## src/rtl/core_lsu_if.sv

```systemverilog
// Memory-side bus of the load/store unit: valid/ready request with byte strobes.
// The master drives the request fields; the slave answers with ready and read data.
interface core_lsu_if #(
    parameter int XLEN   = 32,
    parameter int ADDR_W = 32
);
    logic                mem_valid;
    logic                mem_ready;
    logic                mem_we;
    logic [ADDR_W-1:0]   mem_addr;
    logic [XLEN/8-1:0]   mem_wstrb;
    logic [XLEN-1:0]     mem_wdata;
    logic [XLEN-1:0]     mem_rdata;

    modport master (
        output mem_valid, mem_we, mem_addr, mem_wstrb, mem_wdata,
        input  mem_ready, mem_rdata
    );

    modport slave (
        input  mem_valid, mem_we, mem_addr, mem_wstrb, mem_wdata,
        output mem_ready, mem_rdata
    );
endinterface

```

## src/rtl/core_lsu.sv

```systemverilog
// Load/store unit: turns a single core access into one valid/ready memory transfer,
// with lane strobes, store replication, load extension, misalignment and timeout.
module core_lsu #(
    parameter int XLEN     = 32,
    parameter int ADDR_W   = 32,
    parameter int MAX_WAIT = 0
) (
    input  logic              clk,
    input  logic              resetn,
    input  logic              req_valid,
    input  logic              req_we,
    input  logic [1:0]        req_size,
    input  logic              req_unsigned,
    input  logic [ADDR_W-1:0] req_addr,
    input  logic [XLEN-1:0]   req_wdata,
    output logic              busy,
    output logic              done,
    output logic [XLEN-1:0]   rdata,
    output logic              err_misaligned,
    output logic              err_timeout,
    core_lsu_if.master        mem
);
    localparam int NB     = $clog2(XLEN / 8);
    localparam int STRB_W = XLEN / 8;
    localparam int CNT_W  = (MAX_WAIT > 0) ? $clog2(MAX_WAIT + 1) : 1;

    localparam logic [1:0] S_IDLE = 2'd0;
    localparam logic [1:0] S_REQ  = 2'd1;
    localparam logic [1:0] S_DONE = 2'd2;

    logic [1:0]        state;
    logic [1:0]        size_q;
    logic              uns_q;
    logic [NB-1:0]     lane_q;
    logic [CNT_W-1:0]  wait_cnt;
    logic              mem_we_q;
    logic [ADDR_W-1:0] mem_addr_q;
    logic [STRB_W-1:0] mem_wstrb_q;
    logic [XLEN-1:0]   mem_wdata_q;

    logic [NB-1:0]     lane;
    logic [NB-1:0]     lane_mask;
    logic              misaligned;
    int                req_bytes;
    logic [STRB_W-1:0] strb_mask;
    logic [XLEN-1:0]   wdata_rep;
    logic [XLEN-1:0]   shifted;
    logic              sign;
    int                load_bits;
    logic [XLEN-1:0]   load_ext;

    assign lane = req_addr[NB-1:0];

    // NOTE: every variable gets a default at the top of always_comb so no path leaves it unassigned (no latch).
    always_comb begin
        req_bytes  = 1 << req_size;
        lane_mask  = NB'(req_bytes - 1);
        misaligned = ((lane & lane_mask) != '0) || (req_size == 2'd3 && XLEN == 32);
        strb_mask  = '0;
        wdata_rep  = '0;
        for (int i = 0; i < STRB_W; i++) begin
            strb_mask[i]          = (i < req_bytes);
            wdata_rep[8*i +: 8]   = req_wdata[8*(i % req_bytes) +: 8];
        end
    end

    // Load path: move the addressed lane to bit 0, then extend above the access width.
    always_comb begin
        shifted   = mem.mem_rdata >> {lane_q, 3'b000};
        load_bits = 8 << size_q;
        load_ext  = '0;
        case (size_q)
            2'd0:    sign = shifted[7];
            2'd1:    sign = shifted[15];
            2'd2:    sign = shifted[31];
            default: sign = shifted[XLEN-1];
        endcase
        for (int i = 0; i < XLEN; i++)
            load_ext[i] = (i < load_bits) ? shifted[i] : (sign & ~uns_q);
    end

    // NOTE: sequential state uses non-blocking assignments so all registers update together at the edge.
    always_ff @(posedge clk or negedge resetn) begin
        if (!resetn) begin
            state          <= S_IDLE;
            size_q         <= '0;
            uns_q          <= 1'b0;
            lane_q         <= '0;
            wait_cnt       <= '0;
            mem_we_q       <= 1'b0;
            mem_addr_q     <= '0;
            mem_wstrb_q    <= '0;
            mem_wdata_q    <= '0;
            rdata          <= '0;
            err_misaligned <= 1'b0;
            err_timeout    <= 1'b0;
        end else begin
            case (state)
                S_IDLE: begin
                    if (req_valid) begin
                        size_q      <= req_size;
                        uns_q       <= req_unsigned;
                        lane_q      <= lane;
                        wait_cnt    <= '0;
                        mem_we_q    <= req_we;
                        mem_addr_q  <= {req_addr[ADDR_W-1:NB], NB'(0)};
                        mem_wstrb_q <= req_we ? (strb_mask << lane) : '0;
                        mem_wdata_q <= wdata_rep;
                        if (misaligned) begin
                            err_misaligned <= 1'b1;
                            state          <= S_DONE;
                        end else begin
                            state <= S_REQ;
                        end
                    end
                end
                S_REQ: begin
                    if (mem.mem_ready) begin
                        rdata <= mem_we_q ? '0 : load_ext;
                        state <= S_DONE;
                    end else begin
                        wait_cnt <= wait_cnt + 1'b1;
                        // Give up once this wait cycle brings the count to MAX_WAIT.
                        if (MAX_WAIT != 0 && int'(wait_cnt) + 1 >= MAX_WAIT) begin
                            err_timeout <= 1'b1;
                            state       <= S_DONE;
                        end
                    end
                end
                S_DONE: begin
                    err_misaligned <= 1'b0;
                    err_timeout    <= 1'b0;
                    wait_cnt       <= '0;
                    state          <= S_IDLE;
                end
                default: state <= S_IDLE;
            endcase
        end
    end

    assign busy          = (state != S_IDLE);
    assign done          = (state == S_DONE);
    assign mem.mem_valid = (state == S_REQ);
    assign mem.mem_we    = mem_we_q;
    assign mem.mem_addr  = mem_addr_q;
    assign mem.mem_wstrb = mem_wstrb_q;
    assign mem.mem_wdata = mem_wdata_q;
endmodule

```

## src/flat_wrapper.sv

```systemverilog
// flat-port wrapper written by rule: the top's interface ports become plain ports
module core_lsu_flat 
#(
    parameter int XLEN     = 32,
    parameter int ADDR_W   = 32,
    parameter int MAX_WAIT = 0
)
  (clk, resetn, req_valid, req_we, req_size, req_unsigned, req_addr, req_wdata, busy, done, rdata, err_misaligned, err_timeout, mem_mem_valid, mem_mem_we, mem_mem_addr, mem_mem_wstrb, mem_mem_wdata, mem_mem_ready, mem_mem_rdata);
  core_lsu_if #(.XLEN(XLEN), .ADDR_W(ADDR_W)) mem_i ();
  input  logic clk;
  input  logic resetn;
  input  logic req_valid;
  input  logic req_we;
  input  logic [1:0] req_size;
  input  logic req_unsigned;
  input  logic [ADDR_W-1:0] req_addr;
  input  logic [XLEN-1:0] req_wdata;
  output logic busy;
  output logic done;
  output logic [XLEN-1:0] rdata;
  output logic err_misaligned;
  output logic err_timeout;
  output wire logic [$bits(mem_i.mem_valid)-1:0] mem_mem_valid;
  output wire logic [$bits(mem_i.mem_we)-1:0] mem_mem_we;
  output wire logic [$bits(mem_i.mem_addr)-1:0] mem_mem_addr;
  output wire logic [$bits(mem_i.mem_wstrb)-1:0] mem_mem_wstrb;
  output wire logic [$bits(mem_i.mem_wdata)-1:0] mem_mem_wdata;
  input wire logic [$bits(mem_i.mem_ready)-1:0] mem_mem_ready;
  input wire logic [$bits(mem_i.mem_rdata)-1:0] mem_mem_rdata;
  assign mem_mem_valid = mem_i.mem_valid;
  assign mem_mem_we = mem_i.mem_we;
  assign mem_mem_addr = mem_i.mem_addr;
  assign mem_mem_wstrb = mem_i.mem_wstrb;
  assign mem_mem_wdata = mem_i.mem_wdata;
  assign mem_i.mem_ready = mem_mem_ready;
  assign mem_i.mem_rdata = mem_mem_rdata;
  core_lsu #(.XLEN(XLEN), .ADDR_W(ADDR_W), .MAX_WAIT(MAX_WAIT)) u_core (.clk(clk), .resetn(resetn), .req_valid(req_valid), .req_we(req_we), .req_size(req_size), .req_unsigned(req_unsigned), .req_addr(req_addr), .req_wdata(req_wdata), .busy(busy), .done(done), .rdata(rdata), .err_misaligned(err_misaligned), .err_timeout(err_timeout), .mem(mem_i));
endmodule
```

## config.mk

```make
export PLATFORM = sky130hd
export DESIGN_NAME = core_lsu_flat
export DESIGN_NICKNAME = d
export VERILOG_FILES = /design/src/rtl/core_lsu_if.sv /design/src/rtl/core_lsu.sv /design/src/flat_wrapper.sv
export SDC_FILE = /design/constraint.sdc
export NUM_CORES = 1
export LEC_CHECK = 0
export CELL_PAD_IN_SITES_DETAIL_PLACEMENT = 0
export CELL_PAD_IN_SITES_GLOBAL_PLACEMENT = 1
export CORE_UTILIZATION = 36
export CTS_CLUSTER_SIZE = 40
export DETAILED_ROUTE_END_ITERATION = 7
export PLACE_DENSITY_LB_ADDON = 0.05
export SLEW_MARGIN = 20
export SYNTH_ARGS = -nofsm -noshare
export SYNTH_HDL_FRONTEND = slang
export SYNTH_SLANG_ARGS = --single-unit
```

## constraint.sdc

```tcl
create_clock -name clk -period 5.3 [get_ports clk]
set_clock_uncertainty 0.15 [all_clocks]
set_input_delay 0.795 -clock clk [delete_from_list [all_inputs] [get_ports clk]]
set_output_delay 0.795 -clock clk [all_outputs]
set_load 0.03 [all_outputs]
```

After elaboration in Yosys (flattened, before gate mapping)
Cells that the tools add are included.
Cells by class
  eq/ne operators: 7
  reduce and logical (&&, ||, !) cells: 10
  bitwise gates (word level): 3
  order comparisons: 36
  shift-type cells: 8
  mux-type cells: 42
  div/mod/pow operators: 4
  add/subtract/negate cells: 1
Operators with widths (count)
  less-than comparator 6 x 32 -> 1 bit, first input constant: 16
  less-than comparator 5 x 32 -> 1 bit, first input constant: 8
  less-than comparator 3 x 32 -> 1 bit, first input constant: 4
  less-than comparator 4 x 32 -> 1 bit, first input constant: 4
  variable part select 32 x 32 -> 8 bit: 4
  less-than comparator 1 x 32 -> 1 bit, first input constant: 2
  less-than comparator 2 x 32 -> 1 bit, first input constant: 2
  modulo 3 x 32 -> 32 bit, first input constant: 2
  2-to-1 mux 1 bit: 34
  modulo 1 x 32 -> 32 bit, first input constant: 1
  modulo 2 x 32 -> 32 bit, first input constant: 1
  2-to-1 mux 32 bit: 1
  << shifter 1 x 2 -> 32 bit, first input constant: 1
  << shifter 4 x 2 -> 32 bit, first input constant: 1
  >> shifter 32 x 5 -> 32 bit: 1
  2-to-1 mux 2 bit: 3
  AND reduction 2 bit: 3
  nonzero test 2 bit: 3
  == test 2 x 1 -> 1 bit, second input constant: 2
  == test 2 bit, second input constant: 2
  zero test 2 bit: 2
  2-to-1 mux 4 bit: 1
  inequality test 2 x 1 -> 1 bit, second input constant: 2
  one-hot mux 1 bit (2 select lines): 2
  other kinds (9): 9
Word-level totals
  bits in registers: 107
  input port bits: 104
  output and inout bits: 106
  word-level logic and storage cells: 121

Logic depth before layout (Yosys ltp)
  depth after elaboration: 8
  mapped depth: 12
  mapped depth without buffers: 9

Least setup slack after synthesis
OpenSTA, ideal clock, no wires.
  kind: input -> register
  start: input req_size[0]
  end: register u_core.mem_wdata_q[1] (netlist: u_core.mem.mem_wdata[1])
  slack: 2.173 ns
  stages: 8
  arrival: 2.891 ns
  setup time: 0.086 ns
  cell sequence: ha_1 > buf_2 > inv_1 > ha_1 > or3b_2 > a2111oi_4 > o211ai_1 > a32oi_1
Between the ends
  cells in the longest elaborated chain, start to end: 3
Ends and longest elaborated chain
  from (decl): line flat_wrapper.sv:14  | input logic [1:0] req_size;
  << shifter 1 x 2 -> 32 bit: line core_lsu.sv:56  | req_bytes = 1 << req_size;
  modulo 1 x 32 -> 32 bit: line core_lsu.sv:63  | wdata_rep[8*i +: 8] = req_wdata[8*(i % req_bytes) +: 8];
  variable part select 32 x 32 -> 8 bit: line core_lsu.sv:63
  to (signal assigned): line core_lsu.sv:108  | mem_wdata_q <= wdata_rep;
  to (decl): line core_lsu.sv:39  | logic [XLEN-1:0] mem_wdata_q;
No other way between the ends.
A chain may end at the register's enable or synchronous reset.

Worst setup path after layout
  start: input req_size[1]
  end: register u_core.mem_wdata_q[6] (netlist: u_core.mem.mem_wdata[6])
Same word-level chain as after synthesis.

==> flow_summary.toml <==
[synth]
synth-seq-cells = 107
synth_cell_types = 48
async_reset_ff_share_pct = 100
syn_area_mm2 = 0.00580
synth_flop_cell = "dfrtp_1"
synth_top_cell_area_share_pct = 46.2
yosysWarnings = 0
syn_area_per_cell_um2 = 9.79
synth_edf_count = 0
synthCells = 592
synth_area_leader_cell = "dfrtp_1"
yosysSeqAreaShare_pct = 46.2
synth_area_leaders = "dfrtp_1, mux2i_1, nand2_1, a22o_1, ha_1"

[worst_setup_path]
cp.arrival_ns = 3.99
cpPeakStageDelay_ns = 0.69
cp_slowest_cell = "a21oi_1"
end_kind = "register"
worstSetupPathType = "primary input to register"
crit_family = "compound AO/OA/AOI/OAI gates"
required_ns = 5.34
cp-start-kind = "primary input"
crit_chain = "clkdlybuf4s50_1 -> ha_1 -> inv_1 -> ha_1 -> or3b_2 -> nand2_1 -> a21oi_2 -> a21oi_1 -> a32oi_1"
critPathMostFrequentCell = "ha_1"
path_buf_inv = 2
critical_path.max_fanout = 12

[drt]
viasPerCell = 5.22
vias = 5195
firstDrtPassIters = 5
postRouteAntennaNets = 0
drt_wl_total_um = 17800
first_iter_violations = 287
wl_per_cell_um = 17.9
drc_errors = 0

[final_layout]
syn_to_final_growth_pct = 43.3
nets = 892
fin_area_mm2 = 0.00831
drive_gt1_share_pct = 5.78
stdcell_count = 995
diodes = 0
fillers = 1407
multi_input_area_mm2 = 0.00291
seq_area_mm2 = 0.00268

[pwr]
p_total_mw = 3.96
ir_worst_vdd_mv = 0.213
power.leakage_nw = 3.63
p_per_area_mw_per_mm2 = 477

[placement]
dpl_cell_area_mm2 = 0.00798
gp_congestion = 0.822
dp_cells = 979
dp_hpwl_um = 12700
io_buffers = 206

[die]
dieArea_mm2 = 0.0166
rows = 46
dieHeight_um = 129
core_area_mm2 = 0.0158
die_x_um = 129
ios = 210
start_util_pct = 36.6

[clock_network]
cts.sinks = 107
cts.root.buffer_cell = "clkbuf_16"
clkLatencyLatePin_ns = 0.35
cts-resized-gates = 0
htreeDepth = 3
path_clk_slew_ns = 0.08
numCtsBuffers = 9
cts_buffer_depth = 2
postCtsHoldBufs = 0
tritoncts = "built"
post_cts_buffers = 0

[global_routing]
grt_max_degree = 87
grt_pass1_vias = 5192
antenna_found_initial = 0
grt_pass1_wl_um = 28000
grt-ovfl-total = 0
grt.total_usage_pct = 21.9

[sta]
fin_crit_sh_pct = 74.5
final_hold_viol_count = 0
fin_setup_tns_ns = 0
slew_violations = 0
rsz0062_at_grt = "no"
worst_pin_slew_ns = 1.03
min_period_ns = 3.95
setup_viol = 0
maxSlewHeadroom_pct = 31.2
fmax_ghz = 0.253

[run]
maxCapViolCount = 0

[min_path]
worstHoldPathType = "register to register"

[status]
outcome = "completed"
==> worst paths after layout <==
check                      slack (ns)  cells after the start             start                 endpoint
max reg2reg                      2.45                      6   u_core.state[0]         u_core.rdata[25]
min in group asynchronous        0.40                      1            resetn  u_core.mem.mem_addr[20]
min                              0.32                      2  u_core.rdata[15]         u_core.rdata[15]
max                              1.35                      9       req_size[1]  u_core.mem.mem_wdata[6]
max in group asynchronous        3.50                      2            resetn          u_core.state[0]
min reg2reg                      0.32                      2  u_core.rdata[15]         u_core.rdata[15]
==> registers in the layout, summed over array words and instances, names as in the netlist <==
name,count
u_core.rdata,32
u_core.mem.mem_we,1
u_core.lane_q,2
u_core.mem.mem_wstrb,4
u_core.mem.mem_addr,30
u_core.state,2
u_core.err_misaligned,1
u_core.mem.mem_wdata,32
u_core.size_q,2
u_core.uns_q,1
==> kinds of logic (layout without fill, tap and decap cells) <==
kind of cell	after synthesis	count (layout)	share of synthesized area, %
muxes	74	74	13.2
other	1	3	0.0647
adders and majority gates	14	14	3.02
AOI/OAI and AO/OA	145	145	18.4
DFF	107	107	46.2
buffers and inverters	49	234	3.95
and+or+nand+nor	202	202	15.1
==> per-layer routing <==
layer	part of all wire [%]	GRT usage, %	vias up	wire, µm
met5	0	0	-	0
met4	1.9	6.64	0	336
met3	6.4	5.07	22	1130
met2	48	36.8	203	8480
met1	44	28.0	2495	7820
li1	-	-	2475	-
==> synthesized netlist by cell type, types with 4 or more instances <==
cell type,number
nor2_1,19
nand2_1,144
nand4_1,8
buf_2,9
buf_1,7
inv_1,6
a22o_1,32
nor3_1,4
mux2i_1,64
o21ai_0,29
buf_4,7
o211ai_1,8
or2_2,4
a32oi_1,8
mux2_2,8
nand2b_1,8
nor2b_1,6
clkbuf_1,19
a21oi_1,32
dfrtp_1,107
ha_1,14
a221o_1,16
==> area by class of cell <==
cell class | instances | area share [%]
Multi-Input combinational cell | 438 | 35.1
Sequential cell | 107 | 32.2
Timing Repair Buffer | 212 | 25.3
Tap cell | 216 | 3.25
Clock buffer | 12 | 2.97
Clock inverter | 4 | 0.889
Inverter | 6 | 0.271
==> report_power, final <==
part / switching (mW) / total (mW) / internal, mW
sequential: 0.189 / 1.29 / 1.10
combinational: 1.11 / 1.94 / 0.829
clock: 0.308 / 0.736 / 0.428
==> tightest hold or removal path, stage by stage (launching register included) <==
cell     delay (ns)
dfrtp_1        0.35
nand2_1        0.05
nand2_1        0.05
==> metrics by stage <==
step | worst slack, ns | hold WS (ns) | utilization (%)
after floorplan | 2.17 | 0.328 | -
after global placement | 1.22 | 0.306 | 50.4
after detailed placement | 1.07 | 0.310 | 50.4
after CTS | 1.44 | 0.327 | 52.5
after global routing | 1.14 | 0.341 | 52.5
final | 1.35 | 0.322 | 52.5
==> cell usage in the layout, fill, tap and decap left out, types with 13 or more instances in the layout <==
cell / n
a221o_1: 16
nand2_1: 144
a21oi_1: 32
o21ai_0: 29
ha_1: 13
mux2i_1: 63
dfrtp_1: 107
clkdlybuf4s50_1: 205
nor2_1: 19
a22o_1: 32
Note: power is estimated with default switching activity, not from simulation.
==> edit 1 (config.mk and constraints unchanged) <==
Reset style: synchronous (`resetn`), changed in one clocked block.
--- a/src/rtl/core_lsu.sv
+++ b/src/rtl/core_lsu.sv
@@ -80,7 +80,7 @@
     end
 
     // NOTE: sequential state uses non-blocking assignments so all registers update together at the edge.
-    always_ff @(posedge clk or negedge resetn) begin
+    always_ff @(posedge clk) begin
         if (!resetn) begin
             state          <= S_IDLE;
             size_q         <= '0;
Check against the original RTL: not settled (the Yosys comparison gave no result); the edit may change what the design does.
==> edit 1 against the original RTL <==
Synthesized area up 4.9%. Register-to-register slack got worse by 170 ps. Setup slack worse by 360 ps. Routed wire length is 18% higher. Non-clock buffer count up 3. Sequential cell count unchanged. Design area increased by 2.4%. Cell count rose by 9.5%. Die area grew 4.9%. Critical path type unchanged. Highest routed layer unchanged.
Power is not compared: it rests on default switching activity, and its combinational part moved more than twofold at a synthesized area within 25%.
==> edit 1: results (changes against the original RTL) <==
<table>
<tr><th>Metric</th><th>Value</th></tr>
<tr><th colspan="2">Setup path</th></tr>
<tr><td>Reg2Reg Capture Point</td><td>u_core.rdata[15] (was u_core.rdata[25])</td></tr>
<tr><td>Cell with the biggest individual delay on the critical path</td><td>nor2_1 (was a21oi_1)</td></tr>
<tr><td>Arrival @ worst endpoint</td><td>4380 ps (was 3990 ps)</td></tr>
<tr><td>Capturing instance or port of the critical path</td><td>u_core.mem.mem_wdata[6] (unchanged)</td></tr>
<tr><td>Setup slack of the most critical reg-to-reg path</td><td>2280 ps (was 2450 ps)</td></tr>
<tr><th colspan="2">Global route</th></tr>
<tr><td>Pin count of the biggest net entering global routing</td><td>93 (was 87)</td></tr>
<tr><td>Overall routing resource usage</td><td>0.235 (was 0.219)</td></tr>
<tr><td>First-pass GRT wire length</td><td>32.4 mm (was 28.0 mm)</td></tr>
<tr><th colspan="2">Yosys</th></tr>
<tr><td>Number of library cell types mapped by synthesis</td><td>54 (was 48)</td></tr>
<tr><td>Compound-Gate Fraction of Synth Area</td><td>0.264 (was 0.184)</td></tr>
<tr><td>Cell types occupying the most area after synthesis</td><td>dfxtp_1 (35%), nand2_1 (7.1%), nor2b_1 (6.5%) (was dfrtp_1 (46%), mux2i_1 (11%), nand2_1 (9.3%))</td></tr>
<tr><th colspan="2">Cells and area</th></tr>
<tr><td>Fraction of final layout cells with drive strength greater than 1</td><td>0.0621 (was 0.0578)</td></tr>
<tr><td>Nets@finish</td><td>984 (was 892)</td></tr>
<tr><th colspan="2">Hold path</th></tr>
<tr><td>Worst min-delay path startpoint</td><td>u_core.mem.mem_addr[29] (was u_core.rdata[15])</td></tr>
<tr><td>Min-Delay Endpoint</td><td>u_core.mem.mem_addr[29] (was u_core.rdata[15])</td></tr>
<tr><th colspan="2">Placement</th></tr>
<tr><td>Detailed-placement wirelength estimate</td><td>14.9 mm (was 12.7 mm)</td></tr>
<tr><th colspan="2">Timing</th></tr>
<tr><td>Slew margin rel.</td><td>0.306 (was 0.312)</td></tr>
<tr><th colspan="2">Detailed routing</th></tr>
<tr><td>Total routed wirelength</td><td>20.9 mm (was 17.8 mm)</td></tr>
<tr><td>Iteration-0 DRC count of the detailed router</td><td>461 (was 287)</td></tr>
<tr><th colspan="2">Run status</th></tr>
<tr><td>Outcome</td><td>finished clean (unchanged)</td></tr>
</table>
==> edit 1: cells by family (layout without fill, tap and decap cells) <==
family	count (synthesis)	count (layout)
fa+ha+maj	14	14
simple gates	247	247
flops	107	107
mux	38	38
buf+inv	82	246
compound gates	215	215
other cells	1	3
==> edit 1: area by class of cell <==
type	instances	area, um^2
clock inverter	5	47.5
timing repair buffer	215	2120
tap	220	275
inverter	16	60.1
fill	1538	8020
multi-input combinational	517	3620
sequential	107	2140
clock buffer	10	239
==> edit 1: power groups by stage <==
stage	combinational, W	sequential, W	clock [W]
5_1_grt	0.000652	0.000889	0.000722
4_1_cts	0.000611	0.000884	0.000690
6_report	0.000612	0.000884	0.000674
3_3_place_gp	0.000603	0.000901	0
3_5_place_dp	0.000608	0.000902	0
2_1_floorplan	0.000281	0.000972	0
==> edit 1: per-layer routing <==
| metal | vias up | wire, um | track usage |
|---|---|---|---|
| met3 | 25 | 1360 | 0.0408 |
| met5 | - | 0 | 0 |
| met4 | 0 | 302 | 0.0659 |
| met1 | 2903 | 9380 | 0.317 |
| met2 | 250 | 9840 | 0.387 |
| li1 | 2879 | - | - |
==> edit 1: through the flow <==
step | instances | cell area, um^2 | hold slack (ps) | worst slack [ps] | total power [W]
floorplan | 706 | 6090 | 302 | 1270 | 0.00125
global placement | 1075 | 8210 | 301 | 834 | 0.00150
detailed placement | 1075 | 8210 | 310 | 692 | 0.00151
CTS | 1090 | 8500 | 321 | 1050 | 0.00219
global route | 1090 | 8510 | 349 | 789 | 0.00226
finish | 1090 | 8510 | 316 | 995 | 0.00217
==> edit 1: worst max-delay path: cells and delay by family <==
family,cells,cell delay [ps]
AND/OR/NAND/NOR,3,1350
AO/OA/AOI/OAI,3,850
adder cells (fa/ha/maj),2,530
buffers and inverters,3,840
==> edit 2 (same flow settings) <==
Without the edit above. `ADDR_W` is set to 32 in 3 places; all go to 16.
--- a/src/rtl/core_lsu_if.sv
+++ b/src/rtl/core_lsu_if.sv
@@ -2,7 +2,7 @@
 // The master drives the request fields; the slave answers with ready and read data.
 interface core_lsu_if #(
     parameter int XLEN   = 32,
-    parameter int ADDR_W = 32
+    parameter int ADDR_W = 16
 );
     logic                mem_valid;
     logic                mem_ready;
--- a/src/rtl/core_lsu.sv
+++ b/src/rtl/core_lsu.sv
@@ -2,7 +2,7 @@
 // with lane strobes, store replication, load extension, misalignment and timeout.
 module core_lsu #(
     parameter int XLEN     = 32,
-    parameter int ADDR_W   = 32,
+    parameter int ADDR_W   = 16,
     parameter int MAX_WAIT = 0
 ) (
     input  logic              clk,
--- a/src/flat_wrapper.sv
+++ b/src/flat_wrapper.sv
@@ -2,7 +2,7 @@
 module core_lsu_flat 
 #(
     parameter int XLEN     = 32,
-    parameter int ADDR_W   = 32,
+    parameter int ADDR_W   = 16,
     parameter int MAX_WAIT = 0
 )
   (clk, resetn, req_valid, req_we, req_size, req_unsigned, req_addr, req_wdata, busy, done, rdata, err_misaligned, err_timeout, mem_mem_valid, mem_mem_we, mem_mem_addr, mem_mem_wstrb, mem_mem_wdata, mem_mem_ready, mem_mem_rdata);
Interface: changed (resized mem_mem_addr and req_addr); port bits go from 210 to 178. No check against the original RTL was run, so the function may have changed too.
==> edit 2 against the original RTL <==
Via count shrank 0.27%. Synthesized area fell by 5.0%. Design area decreased by 6.9%. Count of clock-buffer cells in the layout down 1. Routed wire length grew 1.4%. Sequential share of layout area fell by 2.8 points. Total power decreased by 13%. Synthesized cell count down 0.68%. Setup slack worse by 420 ps. Critical path type unchanged. Sequential cell count decreased by 16.
==> edit 2: results (changes against the original RTL) <==
<table>
<tr><th>Metric</th><th>Value</th></tr>
<tr><th colspan="2">Run status</th></tr>
<tr><td>Outcome</td><td>finished clean (unchanged)</td></tr>
<tr><th colspan="2">Detailed routing</th></tr>
<tr><td>Iteration-0 DRC count of the detailed router</td><td>302 (was 287)</td></tr>
<tr><td>Via count</td><td>5181 (was 5195)</td></tr>
<tr><td>Total routed wirelength</td><td>18.0 mm (was 17.8 mm)</td></tr>
<tr><td>Number of iterations in the first detailed-routing pass</td><td>4 (was 5)</td></tr>
<tr><th colspan="2">Cells and area</th></tr>
<tr><td>Fraction of final layout cells with drive strength greater than 1</td><td>0.0664 (was 0.0578)</td></tr>
<tr><td>Nets@finish</td><td>850 (was 892)</td></tr>
<tr><th colspan="2">Setup path</th></tr>
<tr><td>Max stage delay on crit path</td><td>590 ps (was 690 ps)</td></tr>
<tr><td>Arrival @ worst endpoint</td><td>4500 ps (was 3990 ps)</td></tr>
<tr><td>Largest fanout on the critical path</td><td>10 (was 12)</td></tr>
<tr><td>Cell with the biggest individual delay on the critical path</td><td>a2111oi_4 (was a21oi_1)</td></tr>
<tr><th colspan="2">Global route</th></tr>
<tr><td>Pin count of the biggest net entering global routing</td><td>55 (was 87)</td></tr>
<tr><td>Overall routing resource usage</td><td>0.234 (was 0.219)</td></tr>
<tr><th colspan="2">Power</th></tr>
<tr><td>Lkg Pwr</td><td>3.36 nW (was 3.63 nW)</td></tr>
<tr><td>Worst voltage drop across the vdd grid</td><td>0.176 mV (was 0.213 mV)</td></tr>
<tr><th colspan="2">Placement</th></tr>
<tr><td>Detailed-placement wirelength estimate</td><td>12.9 mm (was 12.7 mm)</td></tr>
<tr><td>DP Cell Count</td><td>921 (was 979)</td></tr>
<tr><td>Placement Cell Area</td><td>7420 um^2 (was 7980 um^2)</td></tr>
<tr><td>Worst-case setup slack after placement</td><td>655 ps (was 1070 ps)</td></tr>
<tr><td>Final weighted congestion in routability-driven placement</td><td>0.937 (was 0.822)</td></tr>
<tr><th colspan="2">Clock tree</th></tr>
<tr><td>Number of buffers on the longest clock path</td><td>2 (unchanged)</td></tr>
<tr><th colspan="2">Timing</th></tr>
<tr><td>Slew margin rel.</td><td>0.253 (was 0.312)</td></tr>
<tr><th colspan="2">Yosys</th></tr>
<tr><td>Mean Syn Cell Area</td><td>9.37 um^2 (was 9.79 um^2)</td></tr>
<tr><td>Cell types occupying the most area after synthesis</td><td>dfrtp_1 (41%), mux2i_1 (12%), nand2_1 (7.3%) (was dfrtp_1 (46%), mux2i_1 (11%), nand2_1 (9.3%))</td></tr>
<tr><td>Number of library cell types mapped by synthesis</td><td>55 (was 48)</td></tr>
<tr><td>Most numerous cell types in the synthesized netlist</td><td>nand2_1 (107), dfrtp_1 (91), mux2i_1 (64) (was nand2_1 (144), dfrtp_1 (107), mux2i_1 (64))</td></tr>
<tr><td>Synth Flop Type</td><td>dfrtp_1 (unchanged)</td></tr>
</table>
edit 2: cell types whose count changed in the layout (fill, tap and decap cells not counted), moves of 9 or more:
cell	unedited run	this run
nand2_1	144	107
a22o_1	32	41
clkdlybuf4s50_1	205	173
a221o_1	16	7
o21ai_0	29	38
a211o_1	1	10
dfrtp_1	107	91
nor2_1	19	38
edit 2: per-layer routing:
layer,global-route usage,up-vias,share of wire
met5,0,-,0
met4,0.0832,0,0.019
met3,0.0433,25,0.060
met2,0.381,188,0.47
met1,0.310,2517,0.45
li1,-,2451,-
edit 2: power by group:
part	internal [W]	switching (W)
clock	0.000393	0.000290
combinational	0.000719	0.000931
sequential	0.000924	0.000181
total	0.00204	0.00140
edit 2: kinds of logic after synthesis:
logic type / share of synthesized area
flops: 0.413
simple gates: 0.146
compound gates: 0.247
mux: 0.120
other cells: 0.000681
fa+ha+maj: 0.0318
buf+inv: 0.0409
edit 2: path summary, 6_finish.rpt:
path	slack (ps)	cells after the start	end	startpoint
min reg2reg	330	2	u_core.mem.mem_addr[10]	u_core.mem.mem_addr[10]
max	930	13	u_core.mem.mem_wdata[0]	req_size[0]
max reg2reg	2290	8	u_core.rdata[15]	u_core.state[0]
min	330	2	u_core.mem.mem_addr[10]	u_core.mem.mem_addr[10]
max in group asynchronous	3620	2	u_core.mem.mem_wdata[7]	resetn
min in group asynchronous	350	1	u_core.mem.mem_addr[15]	resetn
edit 2: final cells by class:
cell class	instances	area (um^2)
Inverter	12	45.0
Clock inverter	5	58.8
Fill cell	1381	7020
Clock buffer	11	253
Timing Repair Buffer	188	1840
Multi-Input combinational cell	446	3030
Tap cell	184	230
Sequential cell	91	2280
edit 2: worst min-delay path: stages (launching register included):
cell and delay, ps:
dfrtp_1 340, nand2_1 50, nand2_1 50
